--- config.mk ---
export PLATFORM = sky130hd
export DESIGN_NAME = ex_mem_skid_stage
export DESIGN_NICKNAME = d
export VERILOG_FILES = /design/src/rtl/pipe_pkg.sv /design/src/rtl/pipe_slot.sv /design/src/rtl/ex_mem_skid_stage.sv
export SDC_FILE = /design/constraint.sdc
export NUM_CORES = 1
export LEC_CHECK = 0
export ABC_AREA = 1
export CAP_MARGIN = 10
export CORE_AREA = 3 3 134 123
export DETAILED_ROUTE_END_ITERATION = 6
export DIE_AREA = 0 0 137 126
export GPL_ROUTABILITY_DRIVEN = 0
export MAX_ROUTING_LAYER = met4
export PLACE_DENSITY = 0.93
export SLEW_MARGIN = 20
export SYNTH_ARGS = -nofsm -noshare
export SYNTH_HDL_FRONTEND = slang
export SYNTH_SLANG_ARGS = --single-unit
export TNS_END_PERCENT = 10
--- constraint.sdc ---
create_clock -name clk -period 11.3 [get_ports clk]
set_clock_uncertainty 0.05 [all_clocks]
set_input_delay 3.39 -clock clk [delete_from_list [all_inputs] [get_ports clk]]
set_output_delay 3.39 -clock clk [all_outputs]
set_load 0.005 [all_outputs]
--- src/rtl/pipe_pkg.sv ---
// Shared EX->MEM pipeline definitions: control bit positions, default widths, slot payload.
package pipe_pkg;

    localparam int CTRL_WREG    = 0;
    localparam int CTRL_REG2REG = 1;
    localparam int CTRL_WMEM    = 2;

    localparam int DEF_DATA_W = 32;
    localparam int DEF_RD_W   = 5;
    localparam int DEF_CTRL_W = 3;
    localparam int DEF_CNT_W  = 16;

    typedef struct packed {
        logic [DEF_CTRL_W-1:0] ctrl;
        logic [DEF_DATA_W-1:0] alu_r;
        logic [DEF_DATA_W-1:0] d2;
        logic [DEF_RD_W-1:0]   rd;
    } ex_mem_t;

endpackage

--- src/rtl/pipe_slot.sv ---
// One pipeline slot: valid bit plus payload register, synchronous clear beats load.
// Payload is zeroed whenever the slot is loaded empty, so idle slots carry a bubble.
module pipe_slot #(
    parameter int W = 72
) (
    input  logic         clk,
    input  logic         clr,
    input  logic         clear,
    input  logic         load,
    input  logic         d_valid,
    input  logic [W-1:0] d,
    output logic         valid,
    output logic [W-1:0] q
);

    always_ff @(posedge clk or posedge clr) begin
        if (clr) begin
            valid <= 1'b0;
            q     <= '0;
        end else if (clear) begin
            valid <= 1'b0;
            q     <= '0;
        end else if (load) begin
            valid <= d_valid;
            q     <= d_valid ? d : '0;
        end
    end

endmodule

--- src/rtl/ex_mem_skid_stage.sv ---
// EX->MEM stage with valid/ready handshake, optional 2-entry skid, flush, forwarding tap
// and saturating stall counter. One cycle accept-to-valid latency.
module ex_mem_skid_stage
    import pipe_pkg::*;
#(
    parameter int DATA_W = DEF_DATA_W,
    parameter int RD_W   = DEF_RD_W,
    parameter int CTRL_W = DEF_CTRL_W,
    parameter int SKID   = 1,
    parameter int CNT_W  = DEF_CNT_W
) (
    input  logic              clk,
    input  logic              clr,
    input  logic              flush,
    input  logic              in_valid,
    output logic              in_ready,
    input  logic [CTRL_W-1:0] in_ctrl,
    input  logic [DATA_W-1:0] in_alu_r,
    input  logic [DATA_W-1:0] in_d2,
    input  logic [RD_W-1:0]   in_rd,
    output logic              out_valid,
    input  logic              out_ready,
    output logic [CTRL_W-1:0] out_ctrl,
    output logic [DATA_W-1:0] out_alu_r,
    output logic [DATA_W-1:0] out_d2,
    output logic [RD_W-1:0]   out_rd,
    output logic              fwd_en,
    output logic [RD_W-1:0]   fwd_rd,
    output logic [DATA_W-1:0] fwd_data,
    output logic [CNT_W-1:0]  stall_cnt
);

    typedef struct packed {
        logic [CTRL_W-1:0] ctrl;
        logic [DATA_W-1:0] alu_r;
        logic [DATA_W-1:0] d2;
        logic [RD_W-1:0]   rd;
    } slot_t;

    localparam int              SW  = $bits(slot_t);
    localparam logic [CNT_W-1:0] ONE = 1;

    slot_t in_pack;
    slot_t m_q;
    slot_t s_q;
    slot_t m_d;
    logic  m_valid, s_valid;
    logic  m_load, m_d_valid;
    logic  s_load, s_d_valid;
    logic  accept, fire;

    assign in_pack = {in_ctrl, in_alu_r, in_d2, in_rd};
    assign accept  = in_valid & in_ready;
    assign fire    = m_valid & out_ready;
    assign m_load  = ~m_valid | fire;

    pipe_slot #(.W(SW)) u_main (
        .clk     (clk),
        .clr     (clr),
        .clear   (flush),
        .load    (m_load),
        .d_valid (m_d_valid),
        .d       (m_d),
        .valid   (m_valid),
        .q       (m_q)
    );

    generate
        if (SKID != 0) begin : g_skid
            // in_ready comes straight from the skid valid flop, so no path from out_ready.
            assign in_ready  = ~s_valid;
            assign m_d_valid = s_valid | accept;
            assign m_d       = s_valid ? s_q : in_pack;
            // When M advances, S drains into it and is emptied; otherwise S catches the input.
            assign s_load    = m_load ? s_valid : accept;
            assign s_d_valid = ~m_load & accept;

            pipe_slot #(.W(SW)) u_skid (
                .clk     (clk),
                .clr     (clr),
                .clear   (flush),
                .load    (s_load),
                .d_valid (s_d_valid),
                .d       (in_pack),
                .valid   (s_valid),
                .q       (s_q)
            );
        end else begin : g_noskid
            assign in_ready  = ~m_valid | out_ready;
            assign m_d_valid = accept;
            assign m_d       = in_pack;
            assign s_load    = 1'b0;
            assign s_d_valid = 1'b0;
            assign s_valid   = 1'b0;
            assign s_q       = '0;
        end
    endgenerate

    assign out_valid = m_valid;
    assign out_ctrl  = m_valid ? m_q.ctrl : '0;
    assign out_alu_r = m_q.alu_r;
    assign out_d2    = m_q.d2;
    assign out_rd    = m_q.rd;

    assign fwd_en   = out_valid & out_ctrl[CTRL_WREG];
    assign fwd_rd   = out_rd;
    assign fwd_data = out_alu_r;

    // Flush deliberately leaves the counter alone; only reset clears it.
    always_ff @(posedge clk or posedge clr) begin
        if (clr) begin
            stall_cnt <= '0;
        end else if (m_valid && !out_ready && !(&stall_cnt)) begin
            stall_cnt <= stall_cnt + ONE;
        end
    end

endmodule

==> reports/summary.txt, run 1 <==
status: finished clean
FF+latch count, synth: 162
Worst EP arrival: 5.66 ns
clk root buf: clkbuf_16
Setup violations, final: 0
post-synth top area cell: dfrtp_1
post-route clock period utilization: 0.481
VDD IR max: 156 uV
final hold vios: 0
input/output buffers: 204
PwrDens: 134 nW/um^2
Syn. warnings: 0
Core ar.: 15,300 sq um
vias in the first global route: 6,127
Detailed Routing Iterations Pass 1: 5
Setup TNS Final: 0 ns
maxcap violations: 0
H-tree levels: 4
grt met3 use: 0.0559
Post-CTS Resized: 0
clock-pin slew on the worst setup and hold paths: 0.06 ns
total number of vias: 6,331
largest net degree at the start of global routing: 85
global route hottest layer: met2
synthesized cell area: 7950 sq um
Commonest cells post-synth: 162 x dfrtp_1, 149 x nand2_1, 137 x o21ai_0
Skew-Pair Late Insertion Delay: 0.42 ns
asr flop ratio synth: 1.00
HPWL Detailed: 11,800 microns
Slew Limit Fails: 0
startpoint types: input pin
first-pass GRT wire length: 29,900 microns
Min Clock Period, post-route: 5.44 ns
post-route ant nets: 0
Worst slew margin: 0.351
RSZ-0062 raised after global routing: no
syn avg cell area: 8.75 sq um
Peak Freq: 0.184 GHz
Synth Flop Type: dfrtp_1
r2r setup slk: 8.76 ns
initial DRC count: 486
# IOs: 205
clk sinks: 162
setup repair bufs after CTS: 0
CTS Buf Count: 17
cells after synthesis: 908
Seq/Total Area, Yosys: 0.510
Static Leak: 0.00408 uW
Crit Path Category: in2reg
crit end category: flip-flop
Cell Rows: 43
initial antenna violation count: 0
Die Ht: 126 microns
post-synthesis cell type count: 24
Max Fanout on Critical Path: 65
share of cells above drive strength 1: 0.0455
total die area: 17,300 sq um
GRT met2 Usage: 0.341
Remaining DRCs: 0
GR met1 Demand/Resource: 0.283
maximum clock insertion buffer count: 2
Syn Nets: 986
worst-margin pin slew: 0.970 ns
Post-CTS Hold Buffers: 0
ANT cells: 0
synthesis-to-finish area growth: 23.3%
final wirelength: 18,300 microns
Total Nets Final: 1,056
most frequent cell after synthesis: dfrtp_1
wire per inst: 15.4 microns
CP required: 11.52 ns
area share of the largest cell type after synthesis: 0.510
worst hold slack: 0.435 ns
slack of the critical path: 5.86 ns
top cells by area, synth: dfrtp_1 51%, buf_4 11%, o21ai_0 8.6%, nand2_1 7.0%, a22oi_1 6.8%
final global-route overflow total: 0
vias per cell: 5.31
pre-CTS setup slack: 5.41 ns
CTS tree: yes
Hold Crit Class: reg2reg
Post-synth EDFFs: 0
effective utilization at floorplan: 0.520
chip width: 137 microns
Tot GR Track Use: 0.219
-- where the power goes --
part	switching, uW	total (uW)	internal (uW)
combinational	82.8	172	89.4
sequential	24.9	631	607
clock	225	514	289
-- registers in the layout, summed over array words and instances, names as in the netlist --
signal               flops
u_main.valid             1
u_main.q                72
g_skid.u_skid.valid      1
g_skid.u_skid.q         72
stall_cnt               16
-- critical path: stages --
cell and delay, ns:
clkdlybuf4s50_1 0.45, inv_1 0.04, nand2_2 0.16, nor2_4 0.04, buf_4 0.31, a21oi_4 0.57
buf_4 0.49, o21ai_0 0.16
-- placed cells by master (no fill, tap or decap), types with 2 or more instances in the layout --
cell type          n
clkbuf_1           2
clkdlybuf4s50_1  204
clkbuf_16         17
nand2_1          149
inv_1             92
clkinv_4           2
buf_4              7
dfrtp_1          161
clkbuf_8           2
nor2_1            23
o21ai_0          137
nand4_1            5
nand3_1           78
nand2_2            2
o21ai_1           12
clkinvlp_4         2
xnor2_1            5
clkinv_2           6
a22oi_1           72
-- metal layers --
layer	wire, microns	vias up
met3	1250	26
li1	-	3035
met4	355	0
met2	8870	255
met5	0	-
met1	7860	3015
-- kinds of logic (layout without fill, tap and decap cells) --
| family | count (synthesis) | in the layout | synth area share |
|---|---|---|---|
| fa+ha+maj | 1 | 1 | 0.00157 |
| compound gates | 224 | 224 | 0.166 |
| buf+inv | 255 | 337 | 0.177 |
| xor+xnor | 6 | 6 | 0.00661 |
| flops | 162 | 162 | 0.510 |
| simple gates | 260 | 260 | 0.139 |
-- through the flow --
step | cells | utilization | total power [uW] | instance area [sq um]
6_report | 1192 | 0.641 | 1320 | 9800
3_3_place_gp | 1160 | 0.605 | 809 | 9250
2_1_floorplan | 908 | - | 733 | 7950
5_1_grt | 1192 | 0.641 | 1380 | 9800
4_1_cts | 1191 | 0.639 | 1330 | 9770
3_5_place_dp | 1160 | 0.605 | 813 | 9250
-- area by class of cell --
type,instances,area [sq um]
timing repair buffer,212,2120
clock inverter,10,62.6
inverter,94,360
sequential,162,4060
multi-input combinational,491,2480
clock buffer,21,460
tap,202,253
fill,1230,5480
-- path summary, 6_finish.rpt --
check                      cells past startpoint                 from             endpoint
min                                            2         u_main.q[10]         u_main.q[10]
min reg2reg                                    2         u_main.q[10]         u_main.q[10]
max in group asynchronous                      4                  clr   g_skid.u_skid.q[3]
max reg2reg                                    5  g_skid.u_skid.valid  g_skid.u_skid.q[18]
min in group asynchronous                      2                  clr         stall_cnt[5]
max                                            8            out_ready  g_skid.u_skid.q[18]
(Power assumes the default switching activity.)
==> run 2: changes to the inputs <==
- CORE_AREA: 3 3 134 123 -> 3 3 139 127
- DIE_AREA: 0 0 137 126 -> 0 0 142 130
- PLACE_DENSITY: 0.93 -> 0.88
- clock period: 11.3 -> 5.2 ns (I/O delays scaled with it)
==> reports/summary.txt, run 2 (synthesis results as in run 1) <==
status: finished clean
worst hold slack: 0.436 ns (+0.000727 ns)
setup repair bufs after CTS: 0 (unchanged)
placed cells: 1,166 (+0.52%)
initial antenna violation count: 0 (unchanged)
H-tree levels: 4 (unchanged)
Remaining DRCs: 0 (unchanged)
clk sinks: 162 (unchanged)
VDD IR max: 218 uV (+39%)
final hold vios: 0 (unchanged)
Min Clock Period, post-route: 3.21 ns
most common cell after layout, fill and taps aside: clkdlybuf4s50_1
input/output buffers: 204 (unchanged)
Setup violations, final: 0 (unchanged)
largest net degree at the start of global routing: 163 (+92%)
clock power share: 0.411 (+0.021)
Combinational Power Share: 0.127 (-0.004)
ANT cells: 0 (unchanged)
Switch Pwr: 743 uW (+120%)
RSZ-0062 raised after global routing: no
Post-CTS Hold Buffers: 0 (unchanged)
Peak Freq: 0.312 GHz
# IOs: 205 (unchanged)
most frequent cells in the layout: 204 x clkdlybuf4s50_1, 161 x dfrtp_1, 149 x nand2_1
vias in the first global route: 6,034 (-1.5%)
Tot GR Track Use: 0.210 (-0.00976)
Max Fanout on Critical Path: 75 (+15%)
clock-pin slew on the worst setup and hold paths: 0.07 ns (about the same)
first-pass GRT wire length: 30,600 microns (+2.1%)
register share of total power: 0.462 (-0.017)
Crit Path Category: in2reg
Final Non-Filler Cells: 1,197 (+0.42%)
Core ar.: 16,200 sq um (+6.3%)
startpoint types: input pin
switch share: 0.250 (-0.00246)
PwrDens: 302 nW/um^2 (+120%)
total number of vias: 6,323 (-0.13%)
chip width: 142 microns (+3.6%)
Detailed Routing Iterations Pass 1: 5 (unchanged)
CTS Buf Count: 17 (unchanged)
Post-CTS Resized: 0 (unchanged)
Hold Crit Class: reg2reg
Worst slew margin: 0.324 (-0.0276)
Cell Rows: 44 (+2.3%)
post-route ant nets: 0 (unchanged)
clk root buf: clkbuf_16
maximum clock insertion buffer count: 2 (unchanged)
vias per cell: 5.28 (-0.54%)
final instance area: 9860 sq um (+0.64%)
Pint: 2230 uW (+130%)
filler instances: 1,348 (+9.6%)
worst-margin pin slew: 1.01 ns (+0.0412 ns)
post-route clock period utilization: 0.617
wire per inst: 15.7 microns (+2.4%)
Static Leak: 0.00409 uW (+0.35%)
share of cells above drive strength 1: 0.0465 (+0.00101)
Total Nets Final: 1,056 (unchanged)
Worst EP arrival: 3.47 ns (-2.19 ns)
initial DRC count: 373 (-23%)
total die area: 18,500 sq um (+6.9%)
CTS tree: yes
Skew-Pair Late Insertion Delay: 0.41 ns (about the same)
effective utilization at floorplan: 0.489 (-0.0308)
Largest regs: g_skid.u_skid.q: 72 flops, u_main.q: 72 flops, stall_cnt: 16 flops
maxcap violations: 0 (unchanged)
CP required: 5.46 ns (-6.06 ns)
HPWL Detailed: 11,900 microns (+0.67%)
Slew Limit Fails: 0 (unchanged)
synthesis-to-finish area growth: 24.1%
Setup TNS Final: 0 ns (unchanged)
final wirelength: 18,900 microns (+2.8%)
Placed Instance Area: 9290 sq um (+0.41%)
final global-route overflow total: 0 (unchanged)
crit end category: flip-flop
Die Ht: 130 microns (+3.2%)
run 2: cell types whose count changed in the layout (fill, tap and decap cells not counted):
cell        before  now
inv_6            1    2
clkbuf_1         2    1
clkbuf_8         2    1
buf_12           0    2
bufinv_16        0    2
clkinv_2         6    3
buf_4            7    6
clkinvlp_4       2    4
buf_16           1    0
run 2: power groups by stage:
stage | Sequential (uW) | Clock, uW | Combinational, uW
floorplan | 1380 | 0 | 211
global placement | 1390 | 0 | 371
detailed placement | 1390 | 0 | 380
CTS | 1370 | 1250 | 384
global route | 1380 | 1310 | 421
finish | 1370 | 1220 | 379
run 2: layout make-up:
class / count / area [sq um] / area share
flip-flops and latches: 162 / 4060 / 0.411
multi-input cells: 491 / 2480 / 0.252
repair buffers: 212 / 2130 / 0.216
clock buffers: 19 / 443 / 0.0449
inverters: 94 / 359 / 0.0364
well taps: 207 / 259 / 0.0263
clock inverters: 12 / 133 / 0.0135
run 2: worst paths after layout:
path	from	endpoint	slack [ns]	depth (start not counted)
max	in_valid	u_main.q[14]	1.99	6
max reg2reg	stall_cnt[0]	stall_cnt[10]	2.94	8
min in group asynchronous	clr	stall_cnt[9]	1.72	3
min	u_main.q[19]	u_main.q[19]	0.44	2
min reg2reg	u_main.q[19]	u_main.q[19]	0.44	2
max in group asynchronous	clr	g_skid.u_skid.q[45]	2.75	3
run 2: per-layer routing:
layer  share of wire  vias to the layer above  GRT usage
met3           0.069                       28     0.0451
met4           0.020                        0     0.0666
li1                -                     3027          -
met5               0                        -          -
met1            0.42                     3017      0.275
met2            0.49                      251      0.328
run 2: stage by stage:
step	worst slack, ns	total power (uW)	utilization
detailed placement	1.62	1770	0.572
floorplan	1.53	1590	-
CTS	2.02	3010	0.607
global route	1.84	3120	0.607
global placement	1.70	1760	0.572
finish	1.99	2980	0.607
run 2: critical path, cell delays in order:
cell and delay [ns]:
clkdlybuf4s50_1 0.49, nand2_1 0.14, inv_4 0.51, buf_12 0.36, a22oi_1 0.10, o21ai_0 0.22
==> run 3: changes to the inputs <==
- CORE_AREA: 3 3 139 127 -> 3 3 145 133
- DIE_AREA: 0 0 142 130 -> 0 0 148 136
- PLACE_DENSITY: 0.88 -> 0.85
- clock period: 5.2 -> 2.6 ns (I/O delays scaled with it)
==> reports/summary.txt, run 3 (synthesis results as in run 1) <==
Final Non-Filler Cells: 1,237 (+3.3%)
final global-route overflow total: 0 (unchanged)
clock power share: 0.436 (+0.025)
input/output buffers: 204 (unchanged)
vias per cell: 5.12 (-3.0%)
placed cells: 1,205 (+3.3%)
final instance area: 10,100 sq um (+2.3%)
most common cell after layout, fill and taps aside: clkdlybuf4s50_1
Detailed Routing Iterations Pass 1: 7 (+2)
crit end category: primary output
Worst slew margin: 0.433 (+0.109)
Switch Pwr: 1540 uW (+110%)
final wirelength: 19,100 microns (+1.4%)
Core ar.: 17,700 sq um (+9.2%)
RSZ-0062 raised after global routing: no
largest net degree at the start of global routing: 83 (-49%)
Worst EP arrival: 1.55 ns (-1.92 ns)
Peak Freq: 0.421 GHz
CP required: 1.77 ns (-3.69 ns)
Post-CTS Resized: 0 (unchanged)
maximum clock insertion buffer count: 2 (unchanged)
worst-margin pin slew: 0.851 ns (-0.160 ns)
ANT cells: 0 (unchanged)
Skew-Pair Late Insertion Delay: 0.41 ns (about the same)
Min Clock Period, post-route: 2.38 ns
maxcap violations: 0 (unchanged)
Max Fanout on Critical Path: 5 (-93%)
worst hold slack: 0.437 ns (+0.00123 ns)
Post-CTS Hold Buffers: 0 (unchanged)
clock-pin slew on the worst setup and hold paths: 0.06 ns (about the same)
Remaining DRCs: 0 (unchanged)
clk root buf: clkbuf_16
filler instances: 1,545 (+15%)
final hold vios: 0 (unchanged)
Top delay family on crit path: buffers and inverters
register share of total power: 0.440 (-0.022)
slowest CP cell: clkdlybuf4s50_1
pre-CTS setup slack: 0.182 ns (-1.44 ns)
VDD IR max: 434 uV (+99%)
setup repair bufs after CTS: 0 (unchanged)
total die area: 20,100 sq um (+9.0%)
post-route clock period utilization: 0.914
Tot GR Track Use: 0.196 (-0.0133)
Setup violations, final: 0 (unchanged)
slack of the critical path: 0.223 ns (-1.77 ns)
PwrDens: 619 nW/um^2 (+110%)
CP cell instances: nand2_1 -> inv_1 -> clkdlybuf4s50_1
Die Ht: 136 microns (+4.6%)
# IOs: 205 (unchanged)
synthesis-to-finish area growth: 26.9%
HPWL Detailed: 12,500 microns (+5.2%)
Slew Limit Fails: 0 (unchanged)
Placed Instance Area: 9450 sq um (+1.7%)
Static Leak: 0.00417 uW (+2.0%)
Seq. cell area: 4060 sq um (unchanged)
r2r setup slk: 0.62 ns (-2.32 ns)
H-tree levels: 4 (unchanged)
effective utilization at floorplan: 0.448 (-0.0410)
initial DRC count: 416 (+12%)
initial antenna violation count: 0 (unchanged)
first-pass GRT wire length: 31,400 microns (+2.7%)
Final Util: 0.569 (-0.0382)
CTS Buf Count: 17 (unchanged)
switch share: 0.247 (-0.00277)
total number of vias: 6,336 (+0.21%)
post-route ant nets: 0 (unchanged)
Combinational Power Share: 0.124 (-0.003)
Cell Rows: 46 (+4.5%)
Total Nets Final: 1,062 (+0.57%)
wire per inst: 15.5 microns (-1.9%)
status: finished clean
most frequent cells in the layout: 204 x clkdlybuf4s50_1, 161 x dfrtp_1, 149 x nand2_1
worst path bufs/invs: 2 (-1)
Crit Path Category: reg2out
Multi-input gate area: 2480 sq um (unchanged)
chip width: 148 microns (+4.2%)
vias in the first global route: 6,206 (+2.9%)
Hold Crit Class: reg2reg
CTS tree: yes
Pint: 4700 uW (+110%)
crit-path max cell delay: 0.53 ns (+0.02 ns)
Largest regs: g_skid.u_skid.q: 72 flops, u_main.q: 72 flops, stall_cnt: 16 flops
startpoint types: flip-flop
share of cells above drive strength 1: 0.0532 (+0.00669)
clk sinks: 162 (unchanged)
run 3: final timing paths:
path,start,endpoint,cells past startpoint
min in group asynchronous,clr,u_main.q[33],3
hold / removal,u_main.q[14],u_main.q[14],2
hold reg to reg,u_main.q[14],u_main.q[14],2
setup reg to reg,stall_cnt[0],stall_cnt[2],6
setup / recovery,u_main.valid,out_ctrl[1],3
max in group asynchronous,clr,u_main.q[0],3
run 3: through the flow:
stage          power, uW  setup TNS, ns
2_1_floorplan       3190         -46.46
3_3_place_gp        3550              0
3_5_place_dp        3570              0
4_1_cts             6310              0
5_1_grt             6510              0
6_report            6240              0
run 3: routing by layer:
layer / up-vias / GRT usage / wire [microns]
li1: 3041 / - / -
met1: 3046 / 0.254 / 8260
met2: 232 / 0.317 / 9570
met3: 17 / 0.0467 / 1080
met4: 0 / 0.0462 / 206
met5: - / - / 0
run 3: final cells by class:
cell class              count  share of cell area
flip-flops and latches    162               0.402
multi-input cells         491               0.246
repair buffers            218               0.223
clock buffers              19              0.0439
inverters                  94              0.0356
well taps                 240              0.0298
clock inverters            13              0.0195
run 3: power by group through the flow:
stage / Sequential (uW) / Combinational (uW) / Clock, uW
2_1_floorplan: 2760 / 422 / 0
3_3_place_gp: 2790 / 766 / 0
3_5_place_dp: 2790 / 785 / 0
4_1_cts: 2750 / 789 / 2780
5_1_grt: 2760 / 858 / 2890
6_report: 2750 / 776 / 2720
run 3: worst reg2reg max path: cells and delay by family, from the launching register on:
family,cells,cell delay (ns)
simple gates,3,0.82
flops,1,0.49
fa+ha+maj,1,0.30
compound gates,1,0.13
buf+inv,1,0.06
